File: src/rtl/bus_arbiter.sv
// Round-robin sequencer sharing one byte-wide RAM port and one GPIO port among N_CORES cores.
// Each grant covers exactly one single-byte transfer: IDLE -> ACCESS -> CAPTURE -> GRANT.
module bus_arbiter #(
  parameter int N_CORES = 2
) (
  input  logic                   clk,
  input  logic                   reset,
  input  logic [N_CORES-1:0]     req,
  input  logic [N_CORES-1:0]     req_rw,
  input  logic [9*N_CORES-1:0]   req_addr,
  input  logic [8*N_CORES-1:0]   req_wdata,
  output logic [N_CORES-1:0]     grant,
  output logic [7:0]             rdata,
  output logic                   mem_en,
  output logic                   mem_we,
  output logic [7:0]             mem_addr,
  output logic [7:0]             mem_wdata,
  input  logic [7:0]             mem_rdata,
  output logic                   gpio_en,
  output logic                   gpio_we,
  output logic [7:0]             gpio_addr,
  output logic [7:0]             gpio_wdata,
  input  logic [7:0]             gpio_rdata
);

  localparam int IDX_W = (N_CORES > 1) ? $clog2(N_CORES) : 1;

  typedef enum logic [1:0] {
    IDLE    = 2'd0,
    ACCESS  = 2'd1,
    CAPTURE = 2'd2,
    GRANT   = 2'd3
  } state_t;

  state_t             state_q;
  logic [IDX_W-1:0]   sel_q;
  logic [IDX_W-1:0]   last_q;
  logic               rw_q;
  logic               gpio_sel_q;
  logic [N_CORES-1:0] grant_q;
  logic [7:0]         rdata_q;
  logic               mem_en_q;
  logic               mem_we_q;
  logic [7:0]         mem_addr_q;
  logic [7:0]         mem_wdata_q;
  logic               gpio_en_q;
  logic               gpio_we_q;
  logic [7:0]         gpio_addr_q;
  logic [7:0]         gpio_wdata_q;

  logic [IDX_W-1:0]   sel_d;
  logic               win_rw_d;
  logic [8:0]         win_addr_d;
  logic [7:0]         win_wdata_d;

  // First requester strictly after l, wrapping; the closest candidate is evaluated last so it wins.
  function automatic logic [IDX_W-1:0] rr_next(input logic [N_CORES-1:0] r,
                                               input logic [IDX_W-1:0]   l);
    logic [IDX_W-1:0] w;
    int               idx;
    w = l;
    for (int k = N_CORES; k >= 1; k--) begin
      idx = (int'(l) + k) % N_CORES;
      if (r[idx]) w = IDX_W'(idx);
    end
    return w;
  endfunction

  always_comb begin
    sel_d       = rr_next(req, last_q);
    win_rw_d    = 1'b0;
    win_addr_d  = '0;
    win_wdata_d = '0;
    for (int i = 0; i < N_CORES; i++) begin
      if (IDX_W'(i) == sel_d) begin
        win_rw_d    = req_rw[i];
        win_addr_d  = req_addr[9*i +: 9];
        win_wdata_d = req_wdata[8*i +: 8];
      end
    end
  end

  always_ff @(posedge clk or negedge reset) begin
    if (!reset) begin
      state_q      <= IDLE;
      sel_q        <= '0;
      last_q       <= IDX_W'(N_CORES - 1);
      rw_q         <= 1'b0;
      gpio_sel_q   <= 1'b0;
      grant_q      <= '0;
      rdata_q      <= '0;
      mem_en_q     <= 1'b0;
      mem_we_q     <= 1'b0;
      mem_addr_q   <= '0;
      mem_wdata_q  <= '0;
      gpio_en_q    <= 1'b0;
      gpio_we_q    <= 1'b0;
      gpio_addr_q  <= '0;
      gpio_wdata_q <= '0;
    end else begin
      case (state_q)
        IDLE: begin
          if (|req) begin
            sel_q      <= sel_d;
            last_q     <= sel_d;
            rw_q       <= win_rw_d;
            gpio_sel_q <= win_addr_d[8];
            // Strobe is launched on the latching edge so it is visible for the whole ACCESS cycle.
            if (win_addr_d[8]) begin
              gpio_en_q    <= 1'b1;
              gpio_we_q    <= win_rw_d;
              gpio_addr_q  <= win_addr_d[7:0];
              gpio_wdata_q <= win_wdata_d;
            end else begin
              mem_en_q     <= 1'b1;
              mem_we_q     <= win_rw_d;
              mem_addr_q   <= win_addr_d[7:0];
              mem_wdata_q  <= win_wdata_d;
            end
            state_q <= ACCESS;
          end
        end
        ACCESS: begin
          mem_en_q  <= 1'b0;
          mem_we_q  <= 1'b0;
          gpio_en_q <= 1'b0;
          gpio_we_q <= 1'b0;
          state_q   <= CAPTURE;
        end
        CAPTURE: begin
          if (!rw_q) rdata_q <= gpio_sel_q ? gpio_rdata : mem_rdata;
          grant_q <= N_CORES'(1) << sel_q;
          state_q <= GRANT;
        end
        GRANT: begin
          grant_q <= '0;
          state_q <= IDLE;
        end
        default: begin
          grant_q <= '0;
          state_q <= IDLE;
        end
      endcase
    end
  end

  assign grant      = grant_q;
  assign rdata      = rdata_q;
  assign mem_en     = mem_en_q;
  assign mem_we     = mem_we_q;
  assign mem_addr   = mem_addr_q;
  assign mem_wdata  = mem_wdata_q;
  assign gpio_en    = gpio_en_q;
  assign gpio_we    = gpio_we_q;
  assign gpio_addr  = gpio_addr_q;
  assign gpio_wdata = gpio_wdata_q;

endmodule

File: config.mk
export PLATFORM = sky130hd
export DESIGN_NAME = bus_arbiter
export DESIGN_NICKNAME = d
export VERILOG_FILES = /design/src/rtl/bus_arbiter.sv
export SDC_FILE = /design/constraint.sdc
export NUM_CORES = 1
export LEC_CHECK = 0
export ABC_AREA = 1
export CAP_MARGIN = 15
export CORE_MARGIN = 5
export CORE_UTILIZATION = 46
export DETAILED_ROUTE_END_ITERATION = 10
export GPL_TIMING_DRIVEN = 0
export HOLD_SLACK_MARGIN = 0.08
export PLACE_DENSITY = 0.84
export SLEW_MARGIN = 5
export SYNTH_ARGS = -nofsm -noshare
export SYNTH_HDL_FRONTEND = slang
export SYNTH_SLANG_ARGS = --single-unit
File: constraint.sdc
create_clock -name clk -period 2.8 [get_ports clk]
set_input_delay 0.42 -clock clk [delete_from_list [all_inputs] [get_ports clk]]
set_output_delay 0.42 -clock clk [all_outputs]
set_load 0.005 [all_outputs]
[Word level (Yosys, flattened, before mapping)]
Index checks and enable logic that the tools add are counted.
Storage, ports and cells
  output and inout port bits: 46
  logic and storage cells: 67
  register bits: 52
  input port bits: 56
Operators by class
  add/subtract/negate cells: 2
  shift-type cells: 1
  equal/unequal tests: 6
  mux-type cells: 27
  order comparisons: 2
  reduce and logical (&&, ||, !) cells: 10
  bitwise operators: 4
Operators by type and width (count)
  1-bit 2-to-1 mux: 17
  8-bit 2-to-1 mux: 2
  3-bit AND reduction: 4
  9-bit 2-to-1 mux: 1
  1-bit one-hot mux with 2 select lines: 4
  2-bit one-hot mux with 4 select lines: 1
  2-bit by 3-bit < comparator with 1-bit output (second input constant): 2
  2-bit != test (second input constant): 3
  2-bit == test (second input constant): 2
  2-bit one-hot mux with 2 select lines: 1
  2-bit AND reduction: 2
  2-bit nonzero test: 2
  1-bit adder (second input constant): 2
  1-bit bitwise AND (first input constant): 2
  2-bit by 1-bit == test with 1-bit output (second input constant): 1
  2-bit zero test: 1
  2-bit 2-to-1 mux: 1
  1-bit inverter: 2
  2-bit OR reduction: 1
  1-bit by 1-bit << shifter with 2-bit output (first input constant): 1

[Logic depth before layout (Yosys ltp)]
Gate-level depths: netlist of run 1.
  depth in word-level cells: 11
  mapped depth: 9
  mapped depth without buffers: 8

[Worst setup path after synthesis of run 1]
No wires, ideal clock.
  path kind: register to register
  start: register state_q[0]
  end: register mem_addr_q[5], in the netlist mem_addr[5]
  stages on the path, launching flop included: 9
  data required time: 2.683 ns
  buffers on the path: 1
  library setup time: 0.117 ns
  period minus slack after synthesis: 1.371 ns
  arrival: 1.253 ns
  slack: 1.429 ns
  cell sequence: dfrtp_1 -> inv_1 -> ha_1 -> inv_1 -> nor2_4 -> nand3_4 -> buf_4 -> nand2_1 -> nand2_1
On the way
  cells in the longest elaborated chain, start to end: 2
RTL lines
  from (decl): RTL line 35  | state_t state_q;
  from (signal assigned): RTL line 85  | state_q <= IDLE;
  from (signal assigned): RTL line 120  | state_q <= ACCESS;
  from (signal assigned): RTL line 128  | state_q <= CAPTURE;
  2-bit zero test: RTL line 101  | case (state_q)
  3-bit AND reduction (no line)
  to (signal assigned): RTL line 117  | mem_addr_q <= win_addr_d[7:0];
  to (decl): RTL line 44  | logic [7:0] mem_addr_q;
Every way passes these cells.
A chain may end at the register's enable or synchronous reset.

[Worst setup path after layout of run 1]
  start: register mem_addr_q[7], in the netlist mem_addr[7]
  end: output mem_addr[7]
RTL lines
  to (decl): RTL line 16  | output logic [7:0] mem_addr,
No word-level cell between the ends.

==> key figures, run 1 <==
Status
  – Outcome: finished clean

Timing
  – Min Tclk post-route: 1640 ps
  – Final Hold Vio Count: 0
  – Setup violators final: 0
  – Final Slew Violations: 0
  – RSZ-0062 raised after global routing: no
  – FMAX: 610 MHz
  – Worst-Margin Slew: 695 ps
  – Tcrit/Tclk final: 0.586
  – Clock Skew: roughly 9 ps
  – WHS: about 150 ps
  – Worst relative slew slack: 0.536

Finish
  – Multi-input gate area in the final layout: 1040 um2
  – Fraction of layout cells with a size suffix above 1: 0.0833
  – Seq. cell area: 1300 um2
  – Area grow syn2layout: 49.6%
  – Fin area: 3700 um2
  – N_diodes: 0
  – Nets: ~480
  – Filler instances: 410

Route
  – Drt first pass iters: 4
  – Via count: roughly 2500
  – Vias per cell: 5.04
  – Routed Antenna Nets: 0
  – WL per Instance: 14.2 um
  – Overall routed net length: 6970 um
  – DR iter-0 viols: 141
  – Drc violations: 0

CTS
  – CTS tree: done
  – Clock sinks: 52
  – # H-tree levels: 2
  – CTS Buffer Depth: 2
  – Post-CTS Repair Setup Buffers: 0
  – Post-cts hold buffer count: 0
  – Post_cts resized: 0
  – Root Buffer: clkbuf_8
  – CTS buffer count: 5
  – Clk slew on worst S/H paths: around 100 ps
  – Worst skew pair latency: roughly 300 ps

Floorplanning
  – Num rows: 26
  – Total die area: just under 7000 um2
  – Initial Util: 0.478
  – I/O pins: 102
  – Die X-Extent: 83.4 um
  – Die height: 83.4 um
  – Core area: 5170 um2

Global routing
  – Total gr overflow: 0
  – GR peak layer: met2
  – Vias in the first global route: 2495
  – Initial antenna violation count: 0
  – Met3 Use GR: 0.0604
  – Met2 usage: 0.347
  – Met1 Use GR: 0.272
  – Largest net degree at the start of global routing: 30
  – First-pass GRT wire length: 11900 um
  – Gr usage total: 0.209

Power
  – Static leakage: 1.84 nW
  – Pwr dens: between 900 and 1000 nW/um2
  – VDD IR-drop max: 446 uV

Yosys
  – Dominant cell type by area after synthesis: dfrtp_1
  – #FFs+latches synth: 52
  – Most frequent cells after synthesis: nand2_1 (147), dfrtp_1 (51), nand3_1 (41)
  – Mapped Area: 2470 um2
  – Post-synth EDFFs: 0
  – Unique masters post-synth: 23
  – Synth Flop Type: dfrtp_1
  – Top post-synthesis cells by area: dfrtp_1 (52%), nand2_1 (22%), nand3_1 (8.3%), a31oi_1 (2.0%), ha_1 (2.0%)
  – Count leader, synth: nand2_1
  – Top-area cell type share of the netlist area: 0.516
  – Mapped Nets: 370
  – Post-synthesis instance total: 310
  – Syn. warnings: 0
  – Post-synth ARST share: 1.00
  – Mapped Avg Cell Area: 7.98 um2
  – Sequential share of the synthesized area: 0.526

Flow run
  – Max-cap viol count: 0

Worst setup path
  – CP Buf/Inv Count: 1
  – Setup slack, reg-to-reg: 1220 ps
  – Reg2reg path depth: 8
  – Cells along the critical path: clkdlybuf4s50_1
  – CP Launch Type: flip-flop
  – CP peak stage delay: 530 ps
  – Slowest stage cell, crit path: clkdlybuf4s50_1
  – CP Class: reg -> out
  – CP Capture Type: primary output
  – Worst EP required: ~2400 ps
  – FF-to-FF End: mem_addr[0]
  – WP data arrival: 1220 ps
  – Critical path's top delay family: buffers and inverters
  – FF-to-FF Start: state_q[0]
  – CP max FO: 2

Worst hold path
  – Worst Hold Class: in -> async

Placement
  – Post-DP Area: 3600 um2
  – PortBufs: 101
  – Gpl congestion: 0.832
  – Hpwl dp: 5310 um
## cell families (layout without fill, tap and decap cells)
logic type	count (synthesis)	in the layout	synth area share
flip-flops	52	52	0.526
buffers and inverters	27	137	0.0541
adder cells (fa/ha/maj)	4	4	0.0202
AND/OR/NAND/NOR	211	211	0.363
AO/OA/AOI/OAI	16	16	0.0364
## cell usage in the layout, fill, tap and decap left out, types with 2 or more instances in the layout
cell type        instances
clkdlybuf4s50_1        100
buf_4                    4
nor2_1                  13
buf_2                    8
clkbuf_8                 5
a31oi_1                  8
inv_1                   11
a21oi_1                  3
nand2_1                147
ha_1                     4
inv_2                    2
nand2_2                  4
nand3_1                 41
dfrtp_1                 51
o21ai_0                  5
## worst reg2reg max path: stages (launching register included)
cell and delay [ps]:
dfrtp_1 420, inv_1 100, ha_1 180, inv_1 100
nor2_4 190, nand3_4 160, buf_4 210, nand2_1 70
nand2_1 50
## worst max-delay path by stage
stage	depth (start not counted)	from	end
2_1_floorplan	8	state_q[0]	mem_addr[5]
3_3_place_gp	1	reset	mem_we
3_5_place_dp	9	req[0]	gpio_wdata[0]
4_1_cts	1	mem_addr[7]	mem_addr[7]
5_1_grt	8	state_q[0]	mem_addr[0]
6_report	1	mem_addr[7]	mem_addr[7]
## layout make-up
type | instances | share of cell area
flip-flops and latches | 52 | 0.352
multi-input cells | 231 | 0.280
repair buffers | 102 | 0.279
well taps | 70 | 0.0236
plain buffers | 13 | 0.0220
clock buffers | 6 | 0.0196
inverters | 14 | 0.0142
clock inverters | 2 | 0.00946
## layer usage
layer / vias up / part of all wire / wire length (um)
li1: 1200 / - / -
met1: 1162 / 0.43 / 3000
met2: 102 / 0.47 / 3240
met3: 5 / 0.095 / 665
met4: 0 / 0.0082 / 57
met5: - / 0 / 0
## through the flow
| step | util | worst slack (ps) | TNS, ps | std cells | power [W] |
|---|---|---|---|---|---|
| 2_1_floorplan | - | 1430 | 0 | 310 | 0.00216 |
| 3_3_place_gp | 0.691 | -195 | -9830 | 481 | 0.00302 |
| 3_5_place_dp | 0.695 | 888 | 0 | 482 | 0.00309 |
| 4_1_cts | 0.716 | 1170 | 0 | 490 | 0.00360 |
| 5_1_grt | 0.716 | 1060 | 0 | 490 | 0.00388 |
| 6_report | 0.716 | 1160 | 0 | 490 | 0.00358 |
## flip-flops by register name, summed over array words and instances, names as in the netlist, 2 cells and up
signal	cells
gpio_addr	8
gpio_wdata	8
mem_addr	8
mem_wdata	8
rdata	8
grant	2
state_q	2
## report_power, final
group	internal, W	switching, W
Clock	0.000266	0.000244
Sequential	0.00108	0.000184
Combinational	0.000895	0.000906
Total	0.00224	0.00133
No activity file was read; power rests on OpenSTA's default activity.
==> inputs of run 2 (changes only) <==
--- a/config.mk
+++ b/config.mk
@@ -8,11 +8,11 @@
 export ABC_AREA = 1
 export CAP_MARGIN = 15
 export CORE_MARGIN = 5
-export CORE_UTILIZATION = 46
+export CORE_UTILIZATION = 39
 export DETAILED_ROUTE_END_ITERATION = 10
 export GPL_TIMING_DRIVEN = 0
 export HOLD_SLACK_MARGIN = 0.08
-export PLACE_DENSITY = 0.84
+export PLACE_DENSITY = 0.76
 export SLEW_MARGIN = 5
 export SYNTH_ARGS = -nofsm -noshare
 export SYNTH_HDL_FRONTEND = slang
==> constraint.sdc (replaced) <==
create_clock -name clk -period 1.35 [get_ports clk]
set_input_delay 0.2025 -clock clk [delete_from_list [all_inputs] [get_ports clk]]
set_output_delay 0.2025 -clock clk [all_outputs]
set_load 0.005 [all_outputs]
==> key figures, run 2 (synthesis results as in run 1) <==
Status
  – Outcome: finished with violations
  – Failing checks: setup timing

CTS
  – CTS Buffer Depth: 2 (unchanged)
  – Clk slew on worst S/H paths: 90 ps (about the same)
  – # H-tree levels: 2 (unchanged)
  – CTS tree: done
  – CTS buffer count: 5 (unchanged)
  – Root Buffer: clkbuf_8
  – Worst skew pair latency: 300 ps (about the same)
  – Clock sinks: 52 (unchanged)

Floorplanning
  – Total die area: 8040 um2 (+16%)
  – I/O pins: 102 (unchanged)
  – Die X-Extent: 89.7 um (+7.6%)
  – Num rows: 29 (+12%)
  – Die height: 89.7 um (+7.6%)
  – Core area: 6280 um2 (+21%)
  – Initial Util: 0.394 (-0.0842)

Timing
  – Final WS setup: -126 ps (-1280 ps)
  – Final Slew Violations: 0 (unchanged)
  – Worst relative slew slack: 0.580 (+0.0439)
  – Worst-Margin Slew: 630 ps (-65.8 ps)
  – Setup TNS: -3000 ps (-3000 ps)
  – Clock Skew: 3.12 ps (-6.00 ps)
  – Tcrit/Tclk final: 1.09
  – FMAX: roughly 680 MHz
  – Final Hold Vio Count: 0 (unchanged)
  – RSZ-0062 raised after global routing: yes
  – Min Tclk post-route: 1480 ps
  – Setup violators final: 37 (+37)

Finish
  – Seq. cell area: 1300 um2 (unchanged)
  – Nets: 522 (+9.0%)
  – Most frequent cells in the layout: nand2_1 (112), clkdlybuf4s50_1 (54), dfrtp_1 (51)
  – Commonest non-fill, non-tap cell in the layout: nand2_1
  – Final core occ: 0.694 (-0.0218)
  – Area grow syn2layout: 76.1%
  – Post-route insts no fill: 540 (+10%)
  – Filler instances: 521 (+27%)
  – Multi-input gate area in the final layout: 1320 um2 (+27%)
  – N_diodes: 0 (unchanged)
  – Fraction of layout cells with a size suffix above 1: 0.296 (+0.213)

Route
  – Overall routed net length: 8000 um (+15%)
  – WL met3: 572 um (-14%)
  – DR iter-0 viols: 110 (-22%)
  – Routed Antenna Nets: 0 (unchanged)
  – WL per Instance: 14.8 um (+4.2%)
  – Via count: 2625 (+6.3%)
  – Drc violations: 0 (unchanged)
  – Vias per cell: 4.86 (-3.5%)
  – Highest routed layer: met4
  – Met1 wire length: 3340 um (+11%)
  – Routed wl met2: 3910 um (+21%)
  – Drt first pass iters: 4 (unchanged)

Global routing
  – Total gr overflow: 0 (unchanged)
  – First-pass GRT wire length: 12400 um (+3.6%)
  – Gr usage total: 0.198 (-0.0111)
  – Vias in the first global route: 2570 (+3.0%)
  – Largest net degree at the start of global routing: 28 (-6.7%)
  – Initial antenna violation count: 0 (unchanged)

Placement
  – Placement Setup Slack: -339 ps (-1230 ps)
  – PortBufs: 101 (unchanged)
  – Hpwl dp: 5330 um (+0.32%)
  – Gpl congestion: 0.849 (+1.9%)
  – Placed Instances: 489 (+1.5%)

Worst setup path
  – Reg2reg path depth: 7 (-1)
  – Worst EP required: 1590 ps (-790 ps)
  – CP Capture Type: flip-flop
  – CP max FO: 10 (+8)
  – WP data arrival: 1720 ps (+500 ps)
  – CP Launch Type: flip-flop
  – CP Class: reg -> reg

Flow run
  – Max-cap viol count: 0 (unchanged)

Power
  – Pwr dens: 1970 nW/um2 (+100%)
  – Total power: 0.00857 W (+140%)
  – Static leakage: 2.24 nW (+22%)
  – VDD IR-drop max: 847 uV (+90%)

Worst hold path
  – Worst Hold Class: in -> async
[run 2: cell count changes in the layout (fill, tap and decap cells not counted), moves of 11 or more]
cell / change
clkdlybuf4s50_1: -46
dlygate4sd2_1: +46
nand3_1: -19
nand2_2: +30
buf_6: +11
buf_4: +33
nand2_1: -35
nand3_2: +16
[run 2: cell type report]
| class | instances | area share |
|---|---|---|
| clock inverter | 2 | 0.00804 |
| buffer | 13 | 0.0313 |
| tap | 77 | 0.0221 |
| sequential | 52 | 0.299 |
| timing repair buffer | 145 | 0.306 |
| multi-input combinational | 231 | 0.302 |
| clock buffer | 6 | 0.0167 |
| inverter | 14 | 0.0149 |
[run 2: final timing paths]
kind                               start            to  slack [ps]
hold reg to reg             gpio_addr[2]  gpio_addr[2]         480
setup reg to reg                  last_q   mem_addr[0]        -130
setup / recovery                  last_q   mem_addr[0]        -130
min in group clk           gpio_rdata[6]      rdata[6]         470
hold / removal                     reset      rdata[1]         460
max in group asynchronous          reset   mem_addr[4]         330
[run 2: layer usage]
layer,vias up,GRT usage
met4,0,0.0636
met2,85,0.339
li1,1297,-
met1,1227,0.249
met3,16,0.0420
met5,-,0
[run 2: worst max-delay path, cell delays in order (launching register included)]
cell and delay [ps]:
dfstp_2 620, inv_4 80, nand2_4 100, nand3b_4 120, nand2_4 130, buf_6 160, nand3_1 110, nand2_2 90
[run 2: per-stage QoR]
stage	cell area, um2	hold slack [ps]
3_5_place_dp	3600	255
5_1_grt	4360	471
3_3_place_gp	3580	462
2_1_floorplan	2470	-93.1
4_1_cts	4160	464
6_report	4360	456
[run 2: what timing repair did]
| item | CTS | global route |
|---|---|---|
| cloned | 2 | 2 |
| setup buffers | 35 | 3 |
| resized for setup | 114 | 37 |
| setup endpoints to repair | 94 | 48 |
| pin swaps | 30 | 16 |
| hold endpoints to repair | 25 | 0 |
| hold buffers | 1 | 0 |
[run 2: power breakdown]
part	total, W	internal (W)	switching (W)
Clock	0.00106	0.000551	0.000504
Sequential	0.00264	0.00225	0.000391
Combinational	0.00488	0.00242	0.00245
